## src/rtl/ro_pair_counter_if.sv

```systemverilog
// Controller-side bus of the RO pair counter: measurement request and results.
`timescale 1ns/1ps

// Handshake: start is a one-cycle request from the controller, taken only while
// busy=0 (a start seen while busy=1 is dropped, never queued). done is a
// one-cycle pulse from the counter. resp, tie, count_a and count_b are valid
// from the done cycle and hold until the next accepted start.
interface ro_pair_counter_if #(
  parameter int CNT_W = 16
);
  logic             start;
  logic             busy;
  logic             done;
  logic             resp;
  logic             tie;
  logic [CNT_W-1:0] count_a;
  logic [CNT_W-1:0] count_b;

  modport master (
    output start,
    input  busy, done, resp, tie, count_a, count_b
  );

  modport slave (
    input  start,
    output busy, done, resp, tie, count_a, count_b
  );
endinterface

```

## src/rtl/ro_pair_counter.sv

```systemverilog
// Measures one ring-oscillator pair: enable, settle, count rising edges of each
// oscillator over a fixed clk window, then compare the two counts.
`timescale 1ns/1ps

module ro_pair_counter #(
  parameter int CNT_W       = 16,
  parameter int WINDOW      = 1024,
  parameter int SETTLE      = 8,
  parameter int SYNC_STAGES = 2
) (
  input  logic               clk,
  input  logic               rst,
  ro_pair_counter_if.slave   bus,
  input  logic               osc_a,
  input  logic               osc_b,
  output logic               en_a,
  output logic               en_b,
  output logic [1:0]         dbg_state
);

  localparam int MAX_T = (SETTLE > WINDOW) ? SETTLE : WINDOW;
  localparam int TMR_W = (MAX_T > 1) ? $clog2(MAX_T) : 1;
  localparam logic [TMR_W-1:0] SETTLE_LD = TMR_W'(SETTLE - 1);
  localparam logic [TMR_W-1:0] WINDOW_LD = TMR_W'(WINDOW - 1);
  localparam logic [CNT_W-1:0] CNT_MAX   = '1;

  typedef enum logic [1:0] {
    S_IDLE   = 2'd0,
    S_SETTLE = 2'd1,
    S_COUNT  = 2'd2,
    S_DONE   = 2'd3
  } state_t;

  state_t                 state_q, state_d;
  logic [TMR_W-1:0]       timer_q, timer_d;
  logic [CNT_W-1:0]       cnt_a_q, cnt_a_d;
  logic [CNT_W-1:0]       cnt_b_q, cnt_b_d;
  logic                   resp_q, resp_d;
  logic                   tie_q, tie_d;
  logic                   en_q, busy_q, done_q;
  logic [SYNC_STAGES-1:0] sync_a_q, sync_b_q;
  logic                   hist_a_q, hist_b_q;
  logic                   edge_a, edge_b;

  // Oscillator synchronizers plus one history flop each; runs in every state
  // so the first counted cycle never sees a stale history bit.
  always_ff @(posedge clk) begin
    if (rst) begin
      sync_a_q <= '0;
      sync_b_q <= '0;
      hist_a_q <= 1'b0;
      hist_b_q <= 1'b0;
    end else begin
      sync_a_q <= {sync_a_q[SYNC_STAGES-2:0], osc_a};
      sync_b_q <= {sync_b_q[SYNC_STAGES-2:0], osc_b};
      hist_a_q <= sync_a_q[SYNC_STAGES-1];
      hist_b_q <= sync_b_q[SYNC_STAGES-1];
    end
  end

  assign edge_a = sync_a_q[SYNC_STAGES-1] & ~hist_a_q;
  assign edge_b = sync_b_q[SYNC_STAGES-1] & ~hist_b_q;

  // State, timer, counters and results; the flag outputs are registered from
  // the next state so they line up exactly with the state they describe.
  always_ff @(posedge clk) begin
    if (rst) begin
      state_q <= S_IDLE;
      timer_q <= '0;
      cnt_a_q <= '0;
      cnt_b_q <= '0;
      resp_q  <= 1'b0;
      tie_q   <= 1'b0;
      en_q    <= 1'b0;
      busy_q  <= 1'b0;
      done_q  <= 1'b0;
    end else begin
      state_q <= state_d;
      timer_q <= timer_d;
      cnt_a_q <= cnt_a_d;
      cnt_b_q <= cnt_b_d;
      resp_q  <= resp_d;
      tie_q   <= tie_d;
      en_q    <= (state_d == S_SETTLE) || (state_d == S_COUNT);
      busy_q  <= (state_d != S_IDLE);
      done_q  <= (state_d == S_DONE);
    end
  end

  // Next-state and datapath: settle for SETTLE cycles, count for WINDOW
  // cycles (last cycle included), then resolve resp/tie on entry to DONE.
  always_comb begin
    state_d = state_q;
    timer_d = timer_q;
    cnt_a_d = cnt_a_q;
    cnt_b_d = cnt_b_q;
    resp_d  = resp_q;
    tie_d   = tie_q;
    unique case (state_q)
      S_IDLE: begin
        if (bus.start) begin
          cnt_a_d = '0;
          cnt_b_d = '0;
          resp_d  = 1'b0;
          tie_d   = 1'b0;
          timer_d = SETTLE_LD;
          state_d = S_SETTLE;
        end
      end
      S_SETTLE: begin
        if (timer_q == '0) begin
          timer_d = WINDOW_LD;
          state_d = S_COUNT;
        end else begin
          timer_d = timer_q - TMR_W'(1);
        end
      end
      S_COUNT: begin
        if (edge_a && (cnt_a_q != CNT_MAX)) cnt_a_d = cnt_a_q + CNT_W'(1);
        if (edge_b && (cnt_b_q != CNT_MAX)) cnt_b_d = cnt_b_q + CNT_W'(1);
        if (timer_q == '0) begin
          resp_d  = (cnt_a_d > cnt_b_d);
          tie_d   = (cnt_a_d == cnt_b_d);
          state_d = S_DONE;
        end else begin
          timer_d = timer_q - TMR_W'(1);
        end
      end
      S_DONE: begin
        state_d = S_IDLE;
      end
      default: begin
        state_d = S_IDLE;
      end
    endcase
  end

  assign en_a        = en_q;
  assign en_b        = en_q;
  assign bus.busy    = busy_q;
  assign bus.done    = done_q;
  assign bus.resp    = resp_q;
  assign bus.tie     = tie_q;
  assign bus.count_a = cnt_a_q;
  assign bus.count_b = cnt_b_q;
  assign dbg_state   = state_q;

endmodule
```

## src/flat_wrapper.sv

```systemverilog
// flat-port wrapper written by rule: the top's interface ports become plain ports
module ro_pair_counter_flat 
#(
  parameter int CNT_W       = 16,
  parameter int WINDOW      = 1024,
  parameter int SETTLE      = 8,
  parameter int SYNC_STAGES = 2
)
  (clk, rst, osc_a, osc_b, en_a, en_b, dbg_state, bus_start, bus_busy, bus_done, bus_resp, bus_tie, bus_count_a, bus_count_b);
  ro_pair_counter_if #(.CNT_W(CNT_W)) bus_i ();
  input  logic clk;
  input  logic rst;
  input  logic osc_a;
  input  logic osc_b;
  output logic en_a;
  output logic en_b;
  output logic [1:0] dbg_state;
  input wire logic [$bits(bus_i.start)-1:0] bus_start;
  output wire logic [$bits(bus_i.busy)-1:0] bus_busy;
  output wire logic [$bits(bus_i.done)-1:0] bus_done;
  output wire logic [$bits(bus_i.resp)-1:0] bus_resp;
  output wire logic [$bits(bus_i.tie)-1:0] bus_tie;
  output wire logic [$bits(bus_i.count_a)-1:0] bus_count_a;
  output wire logic [$bits(bus_i.count_b)-1:0] bus_count_b;
  assign bus_i.start = bus_start;
  assign bus_busy = bus_i.busy;
  assign bus_done = bus_i.done;
  assign bus_resp = bus_i.resp;
  assign bus_tie = bus_i.tie;
  assign bus_count_a = bus_i.count_a;
  assign bus_count_b = bus_i.count_b;
  ro_pair_counter #(.CNT_W(CNT_W), .WINDOW(WINDOW), .SETTLE(SETTLE), .SYNC_STAGES(SYNC_STAGES)) u_core (.clk(clk), .rst(rst), .bus(bus_i), .osc_a(osc_a), .osc_b(osc_b), .en_a(en_a), .en_b(en_b), .dbg_state(dbg_state));
endmodule
```

## config.mk

```make
export PLATFORM = sky130hd
export DESIGN_NAME = ro_pair_counter_flat
export DESIGN_NICKNAME = d
export VERILOG_FILES = /design/src/rtl/ro_pair_counter_if.sv /design/src/rtl/ro_pair_counter.sv /design/src/flat_wrapper.sv
export SDC_FILE = /design/constraint.sdc
export NUM_CORES = 1
export LEC_CHECK = 0
export CORE_ASPECT_RATIO = 0.6
export CORE_UTILIZATION = 61
export DETAILED_ROUTE_END_ITERATION = 7
export PLACE_DENSITY = 0.89
export SYNTH_ARGS = -nofsm -noshare
export SYNTH_HDL_FRONTEND = slang
export SYNTH_SLANG_ARGS = --single-unit
```

## constraint.sdc

```tcl
create_clock -name clk -period 5.7 [get_ports clk]
set_clock_uncertainty 0.15 [all_clocks]
set_input_delay 1.71 -clock clk [delete_from_list [all_inputs] [get_ports clk]]
set_output_delay 1.71 -clock clk [all_outputs]
set_load 0.02 [all_outputs]
```

==> flow_summary.ini <==
[grt]
grt_pass1_wl_microns = 15240
grt_antenna_before_repair = 0
grt_pass1_vias = 3100
grt.total_usage = 0.3141
grt_start_max_net_pins = 34
grt_overflow = 0

[finish]
drive_gt1_frac = 0.06316
area_growth_pct = 15.79
nNetsFinal = 504
seq_area_sq_um = 1101
antenna_cells = 0
n_fill_cell = 440
final_area_sq_um = 4210
multi_input_area_sq_um = 2369
finalNonFillerCells = 555

[detailed_routing]
wirelength_microns = 9246
routedWlPerCell_microns = 16.66
first_pass_iters = 5
viasPerCell = 6.396
initialDrtViolationCount = 281
detail-route-antenna-nets = 0
drcViolationCount = 0
via_count = 3550

[worst_setup_path]
path_cells = clkdlybuf4s50_1 -> or3_1 -> or4_1 -> o211ai_1
worstPathRequired_ns = 5.78
max_stage_delay_ns = 0.98
path_buf_inv = 1
critPathLaunch = rst
crit_type = input pin to flip-flop
critPathArrivalTime_ns = 4.25
path_max_fanout = 31
startpoint_type = input pin
path_delay_family = simple AND/OR/NAND/NOR gates
slowest_stage = or3_1
cp-end-kind = flip-flop
r2r-start = u_core.bus.count_a[0]

[floorplan]
core-area_sq_um = 5649
dieHeight_microns = 61.81
rows = 21
start_util = 0.6436
die_w_microns = 101.7
ios = 45
dieArea_sq_um = 6284

[placement]
dp.cells = 547
io_buffers = 44
place_area_sq_um = 4078
place_congestion = 0.9070
dpl.hpwl_microns = 6544

[pwr]
internal_power_uw = 726.7
finalPower_uw = 1119
power.density_nw_per_um2 = 265.9
p_sw_uw = 392.8
pwr-share-clk = 0.271
vdd_drop_max_v = 0.0002629
p_comb_frac = 0.336
switching_share = 0.3509
p_leak_uw = 0.001568
pwr-share-seq = 0.393

[timing]
whs_ns = 0.3154
rsz0062_at_grt = false
worstMarginPinSlew_ns = 1.047
tns_ns = 0
setup_viol = 0
fmax_mhz = 240.1
finalCritPeriodShare = 0.7305
finalHoldViolations = 0
slew_violations = 0
max_slew_margin = 0.3020
finalCriticalPeriod_ns = 4.164

[clock_tree]
cts.clk_slew.worst_paths_ns = 0.10
htreeDepth = 2
clk_latency_ns = 0.31
cts_buffers = 5
clockBufferDepth = 2
clock-sinks = 55
cts_resized = 0
cts_setup_buffers = 0
root_buffer = clkbuf_8
ctsHoldBuffers = 0
cts_tree = yes

[synthesis]
synth-edff-count = 0
yosys.area.top_type_share = 0.3028
synth_top_cell_by_area = dfxtp_1
synth.area.top_cells = dfxtp_1, ha_1, xnor2_1, o21ai_0, a21oi_1
synth_seq_cells = 55
synth_common_cells = dfxtp_1, nand2_1, o21ai_0
syn_inst = 446
async_flop_share = 0
synth_ff_type = dfxtp_1
synth_area_sq_um = 3636
synth.distinct_cells = 62
synth_most_common_cell = dfxtp_1
avgSynthCellArea_sq_um = 8.152
synthesis.nets = 476
yosysWarnings = 0
ys_seq_area_frac = 0.3028

[outcome]
status = finished clean

[worst_hold_path]
hold_start = u_core.sync_b_q[0]
hp-class = flip-flop to flip-flop

[run]
cap_viol_max_count = 0
==> worst paths after layout <==
check                                        endpoint  slack, ns  cells past startpoint
worst max-delay path            u_core.bus.count_b[4]       1.54                      4
worst min-delay path               u_core.sync_b_q[1]       0.32                      1
worst max register to register         u_core.bus.tie       2.24                     11
worst min register to register     u_core.sync_b_q[1]       0.32                      1
==> per-stage QoR <==
stage / util / worst slack [ns]
4_1_cts: 0.7453 / 1.582
3_5_place_dp: 0.7218 / 1.267
2_1_floorplan: - / 2.484
6_report: 0.7453 / 1.536
5_1_grt: 0.7453 / 1.395
3_3_place_gp: 0.7218 / 1.339
==> logic make-up after synthesis <==
group,after synthesis,synth area share
simple gates,173,0.2760
flops,55,0.3028
xor+xnor,31,0.07467
compound gates,120,0.2072
fa+ha+maj,25,0.08603
buf+inv,40,0.04749
mux,2,0.005850
==> sequential cells by signal, summed over array words and instances, names as in the netlist <==
name                flops
u_core.bus.busy         1
u_core.sync_a_q         2
u_core.bus.tie          1
u_core.sync_b_q         2
u_core.bus.resp         1
u_core.dbg_state        2
u_core.en_a             1
u_core.bus.count_a     16
u_core.bus.count_b     16
u_core.bus.done         1
u_core.hist_a_q         1
u_core.timer_q         10
u_core.hist_b_q         1
==> routing by layer <==
metal  GRT usage  vias to the layer above  wire length (microns)
met4     0.06211                        0                     61
met5           0                        -                      0
met2      0.4884                      171                   3906
li1            -                     1698                      -
met1      0.4551                     1671                   4455
met3     0.06376                       10                    822
==> layout make-up <==
cell class | count | share of cell area
multi-input combinational | 351 | 0.5626
sequential | 55 | 0.2615
timing repair buffer | 45 | 0.1064
tap | 80 | 0.02377
clock buffer | 6 | 0.01724
clock inverter | 2 | 0.01426
inverter | 16 | 0.01426
==> layout by cell type, fill, tap and decap left out, drive strengths merged, types with 8 or more instances in the layout <==
cell           count
dfxtp             55
clkdlybuf4s50     44
nand2             33
o21ai             33
a21oi             28
nor2              28
ha                25
nand3             24
a31oi             19
nand4             19
xnor2             18
inv               16
nor3              14
nor2b             13
xor2              13
and3              11
or3                8
==> power groups by stage <==
stage                     logic, uW  registers (uW)  clock network [uW]
after floorplan                 256             458                   0
final                           376             440                 303
after detailed placement        365             449                   0
after global routing            421             446                 317
after CTS                       368             440                 305
after global placement          348             447                   0
Note: power is estimated with default switching activity, not from simulation.
